File: src/rtl/serial_frame_rx_pkg.sv
// Shared types and helpers for the serial frame receiver.
// Holds the receiver FSM state enum and an even-parity helper.
package serial_frame_rx_pkg;

  typedef enum logic [1:0] {
    S_IDLE,
    S_DATA,
    S_PARITY,
    S_STOP
  } state_e;

  localparam int unsigned PAR_MAX_W = 16;

  function automatic logic even_parity(
    input logic [PAR_MAX_W-1:0] v
  );
    return ^v;
  endfunction

endpackage

File: src/rtl/sfr_shift.sv
// WIDTH-bit serial-in shift register for the frame receiver.
// Ports: clk, rst (async, low), shift_en_i, bit_i -> data_o.
module sfr_shift #(
  parameter int WIDTH     = 8,
  parameter int MSB_FIRST = 1
) (
  input  logic             clk,
  input  logic             rst,
  input  logic             shift_en_i,
  input  logic             bit_i,
  output logic [WIDTH-1:0] data_o
);

  logic [WIDTH-1:0] sr_q, sr_d;

  // MSB-first: the first bit walks up to the top.
  // LSB-first: the first bit walks down to bit 0.
  always_comb begin
    sr_d = sr_q;
    if (shift_en_i) begin
      if (MSB_FIRST != 0) begin
        sr_d = {sr_q[WIDTH-2:0], bit_i};
      end else begin
        sr_d = {bit_i, sr_q[WIDTH-1:1]};
      end
    end
  end

  always_ff @(posedge clk or negedge rst) begin
    if (!rst) begin
      sr_q <= '0;
    end else begin
      sr_q <= sr_d;
    end
  end

  assign data_o = sr_q;

endmodule

File: src/rtl/serial_frame_rx.sv
// Serial frame receiver: start, WIDTH data, opt. parity, stop.
// Ports: clk, rst, data_in, out_ready, err_clr -> data_out,
//        out_valid, frame_err, parity_err, overrun.
module serial_frame_rx
  import serial_frame_rx_pkg::*;
#(
  parameter int WIDTH     = 8,
  parameter int MSB_FIRST = 1,
  parameter int PARITY_EN = 0
) (
  input  logic             clk,
  input  logic             rst,
  input  logic             data_in,
  input  logic             out_ready,
  input  logic             err_clr,
  output logic [WIDTH-1:0] data_out,
  output logic             out_valid,
  output logic             frame_err,
  output logic             parity_err,
  output logic             overrun
);

  localparam int CW = $clog2(WIDTH);
  localparam logic PEN = (PARITY_EN != 0);

  state_e           state_q, state_d;
  logic [CW-1:0]    cnt_q, cnt_d;
  logic             shift_en, par_smp, stop_smp;
  logic             last_bit;
  logic [WIDTH-1:0] shift_data;

  logic             par_bit_q;
  logic             done_q, stop_bad_q, par_bad_q;
  logic [WIDTH-1:0] data_out_q, data_out_d;
  logic             out_valid_q, out_valid_d;
  logic             frame_err_q, parity_err_q;
  logic             overrun_q, overrun_d;
  logic             good, can_load, ovr_evt;

  assign last_bit = (cnt_q == CW'(WIDTH - 1));

  always_ff @(posedge clk or negedge rst) begin
    if (!rst) begin
      state_q <= S_IDLE;
      cnt_q   <= '0;
    end else begin
      state_q <= state_d;
      cnt_q   <= cnt_d;
    end
  end

  always_comb begin
    state_d = state_q;
    unique case (state_q)
      S_IDLE:   if (data_in) state_d = S_DATA;
      S_DATA:   if (last_bit) state_d = PEN ? S_PARITY : S_STOP;
      S_PARITY: state_d = S_STOP;
      S_STOP:   state_d = S_IDLE;
      default:  state_d = S_IDLE;
    endcase
  end

  always_comb begin
    shift_en = (state_q == S_DATA);
    par_smp  = (state_q == S_PARITY);
    stop_smp = (state_q == S_STOP);
    cnt_d    = '0;
    if (shift_en && !last_bit) cnt_d = cnt_q + CW'(1);
  end

  sfr_shift #(
    .WIDTH     (WIDTH),
    .MSB_FIRST (MSB_FIRST)
  ) u_shift (
    .clk        (clk),
    .rst        (rst),
    .shift_en_i (shift_en),
    .bit_i      (data_in),
    .data_o     (shift_data)
  );

  // Verdict is registered at the stop sample and acted on one
  // edge later; the shifter is not touched again until a new
  // frame's first data bit, so back-to-back frames are safe.
  always_ff @(posedge clk or negedge rst) begin
    if (!rst) begin
      par_bit_q  <= 1'b0;
      done_q     <= 1'b0;
      stop_bad_q <= 1'b0;
      par_bad_q  <= 1'b0;
    end else begin
      if (par_smp) par_bit_q <= data_in;
      done_q     <= stop_smp;
      stop_bad_q <= stop_smp & data_in;
      par_bad_q  <= stop_smp & PEN &
        (even_parity(PAR_MAX_W'(shift_data)) ^ par_bit_q);
    end
  end

  assign good     = done_q & ~stop_bad_q & ~par_bad_q;
  assign can_load = ~out_valid_q | out_ready;
  assign ovr_evt  = good & ~can_load;

  always_comb begin
    data_out_d  = data_out_q;
    out_valid_d = out_valid_q;
    if (good && can_load) begin
      data_out_d  = shift_data;
      out_valid_d = 1'b1;
    end else if (out_valid_q && out_ready) begin
      out_valid_d = 1'b0;
    end
    overrun_d = ovr_evt | (overrun_q & ~err_clr);
  end

  always_ff @(posedge clk or negedge rst) begin
    if (!rst) begin
      data_out_q   <= '0;
      out_valid_q  <= 1'b0;
      frame_err_q  <= 1'b0;
      parity_err_q <= 1'b0;
      overrun_q    <= 1'b0;
    end else begin
      data_out_q   <= data_out_d;
      out_valid_q  <= out_valid_d;
      frame_err_q  <= done_q & stop_bad_q;
      parity_err_q <= done_q & ~stop_bad_q & par_bad_q;
      overrun_q    <= overrun_d;
    end
  end

  assign data_out   = data_out_q;
  assign out_valid  = out_valid_q;
  assign frame_err  = frame_err_q;
  assign parity_err = parity_err_q;
  assign overrun    = overrun_q;

endmodule

File: config.mk
export PLATFORM = sky130hd
export DESIGN_NAME = serial_frame_rx
export DESIGN_NICKNAME = d
export VERILOG_FILES = /design/src/rtl/serial_frame_rx_pkg.sv /design/src/rtl/sfr_shift.sv /design/src/rtl/serial_frame_rx.sv
export SDC_FILE = /design/constraint.sdc
export NUM_CORES = 1
export LEC_CHECK = 0
export BUFFER_PORTS_ARGS = -buffer_cell sky130_fd_sc_hd__buf_2
export CAP_MARGIN = 0
export CELL_PAD_IN_SITES_DETAIL_PLACEMENT = 1
export CELL_PAD_IN_SITES_GLOBAL_PLACEMENT = 1
export CORE_UTILIZATION = 40
export DETAILED_ROUTE_END_ITERATION = 12
export PLACE_DENSITY = 0.69
export SYNTH_ARGS = -nofsm -noshare
export SYNTH_HDL_FRONTEND = slang
export SYNTH_SLANG_ARGS = --single-unit
File: constraint.sdc
create_clock -name clk -period 1.9 [get_ports clk]
set_input_delay 0.095 -clock clk [delete_from_list [all_inputs] [get_ports clk]]
set_output_delay 0.095 -clock clk [all_outputs]
set_load 0.02 [all_outputs]
==> impl_metrics.json <==
{
  "outcome": "completed",
  "finalCritPeriodShare_pct": 74.8,
  "holdPathStages": 2,
  "synth_largest_area_cell": "dfrtp_1",
  "ys_dominant_reg_cell": "dfrtp_1",
  "vias_per_cell": 4.87,
  "cts_made_buffers": 3,
  "cts.clk_slew.worst_paths_ps": 140,
  "worstPathMaxFanout": 4,
  "p_leak_nw": 0.649,
  "dp.cells": 113,
  "num_rows": 18,
  "syn_inst": 70,
  "rr_endpoint": "state_q[1]",
  "synth_common_cells": "dfrtp_1, mux2_4, mux2_2",
  "dpl.hpwl_um": 1170,
  "final_cells": 119,
  "clock_sinks": 26,
  "power_density_mw_per_mm2": 1840,
  "antennaDiodeCount": 0,
  "die-area_sq_mm": 0.00300,
  "gp_congestion": 0.643,
  "fillers": 262,
  "swShare_pct": 32.4,
  "hold_start": "data_in",
  "cp.arrival_ps": 1630,
  "cts-root-buf": "clkbuf_4",
  "ys_ff_latch": 26,
  "min_period_ps": 1420,
  "synth_nets": 81,
  "power_frac_clock_pct": 15.5,
  "synthTopCellsByArea": "dfrtp_1, mux2_4, mux2_2, ha_1, nand2b_4",
  "cell_internal_pwr_w": 0.00159,
  "power_switching_w": 0.000764,
  "post-route-drc-count": 0,
  "htree_levels": 1,
  "grt_usage_pct": 13.6,
  "start_util_pct": 43.8,
  "final.setup.tns_ps": 0,
  "hold_violations": 0,
  "drive_gt1_share_pct": 47.2,
  "grt_pass1_wl_um": 2800,
  "drt_first_pass_iters": 2,
  "worstSetupPathType": "reg2reg",
  "clockBufferDepth": 2,
  "slew_headroom_pct": 62.1,
  "hp-class": "in2reg",
  "ys_seq_area_share_pct": 58.4,
  "grt_remaining_overflow": 0,
  "drtIter0Drc": 1,
  "yosysUniqueCellTypes": 16,
  "yosys_warnings": 0,
  "netlist_area_sq_mm": 0.00111,
  "synth_edf_count": 0,
  "seq_power_share_pct": 41.7,
  "slew_viol_final": 0,
  "coreArea_sq_mm": 0.00254,
  "holdPathEnd": "stop_bad_q",
  "wl_um": 1650,
  "rsz0062_at_grt": "no",
  "worst_ep_required_time_ps": 2110,
  "r2r.worst_path.cells": 5,
  "syn_to_final_growth_pct": 14.6,
  "via_count": 579,
  "die-height_um": 54.8,
  "regToRegStartpoint": "cnt_q[0]",
  "tightest_slew_ps": 569,
  "synth_top_cell_area_share_pct": 58.4,
  "postSynthAreaPerCell_sq_um": 15.9,
  "port_buffers": 15,
  "grt_pass1_vias": 623,
  "die_width_um": 54.8,
  "setup_viol_count_final": 0,
  "grt_start_max_net_pins": 27,
  "max_freq_mhz": 703,
  "drv_cap": 0,
  "p_comb_share_pct": 42.8,
  "cp-end-kind": "flip-flop",
  "routedWlPerCell_um": 13.8,
  "post-cts-setup-buffer-count": 0,
  "fin_nets": 101,
  "ir_worst_vdd_mv": 0.791,
  "synth_most_common_cell": "dfrtp_1",
  "clock_latency_ps": 310,
  "skew_ps": 3.49,
  "async_flop_share_pct": 100,
  "startpoint_type": "flip-flop",
  "io_pins": 17,
  "cts_tree": "yes",
  "postRouteAntennaNets": 0,
  "antenna_found_initial": 0,
  "reg2reg_slack_ps": 480
}
## worst max-delay path, cell delays in order, from the launching register on
cell     delay, ps
dfrtp_1        410
ha_1           200
ha_1           210
nor2b_4        150
a21oi_2         60
mux2_4         300
## sequential cells by signal, summed over array words and instances, names as in the netlist
register / cells
cnt_q: 3
state_q: 2
data_out: 8
frame_err: 1
out_valid: 1
overrun: 1
u_shift.data_o: 8
stop_bad_q: 1
done_q: 1
## power groups by stage
stage / sequential [W] / combinational (W) / clock, W
floorplan: 0.00110 / 0.000690 / 0
global placement: 0.000986 / 0.000982 / 0
detailed placement: 0.00101 / 0.00102 / 0
CTS: 0.000992 / 0.00103 / 0.000385
global route: 0.00103 / 0.00111 / 0.000404
finish: 0.000982 / 0.00101 / 0.000366
## through the flow
stage                     power (W)  util (%)  hold WS (ps)  area [sq um]  setup WS, ps
final                       0.00236      50.2          23.1          1280           478
after global routing        0.00254      50.2          23.8          1280           407
after CTS                   0.00241      50.2          15.8          1280           458
after detailed placement    0.00202      47.3           119          1200           481
after global placement      0.00197      47.3           120          1200           540
after floorplan             0.00179         -          -201          1110           466
## per-layer routing
| layer | track usage [%] | wire (um) | share of wire, % | vias up |
|---|---|---|---|---|
| met4 | 5.13 | 14 | 0.85 | 0 |
| met1 | 16.0 | 697 | 42 | 298 |
| met2 | 24.1 | 884 | 54 | 8 |
| met3 | 2.50 | 50 | 3.0 | 2 |
| met5 | 0 | 0 | 0 | - |
| li1 | - | - | - | 271 |
## cell usage in the layout, fill, tap and decap left out, types with 3 or more instances in the layout
cell type,count
and2_1,4
inv_1,4
ha_1,6
clkbuf_4,3
mux2_2,8
mux2_4,9
dfrtp_1,26
buf_2,15
## what timing repair did
item / in CTS / in global routing
hold buffers: 2 / 0
setup endpoints to repair: 0 / 0
gates resized for setup: 0 / 0
endpoints found under the hold margin: 27 / 0
## logic make-up after synthesis
kind of cell / share of synthesized area, %
simple gates: 8.08
flops: 58.4
buf+inv: 4.04
other cells: 0.336
fa+ha+maj: 6.73
mux: 21.1
compound gates: 1.35
## worst max-delay path by stage
stage | start | to | slack [ps] | cells after the start
2_1_floorplan | state_q[1] | state_q[1] | 470 | 6
4_1_cts | cnt_q[0] | state_q[1] | 460 | 5
5_1_grt | cnt_q[0] | state_q[1] | 410 | 5
3_5_place_dp | cnt_q[0] | state_q[1] | 480 | 5
3_3_place_gp | cnt_q[0] | state_q[1] | 540 | 5
6_report | cnt_q[0] | state_q[1] | 480 | 5
## layout make-up
class	instances	area (sq um)	share of cell area (%)
Clock buffer	3	22.5	1.76
Clock inverter	1	30.0	2.35
Inverter	4	15.0	1.18
Sequential cell	26	651	50.9
Multi-Input combinational cell	37	419	32.8
Timing Repair Buffer	18	103	8.03
Tap cell	30	37.5	2.94
(Power assumes the default switching activity.)
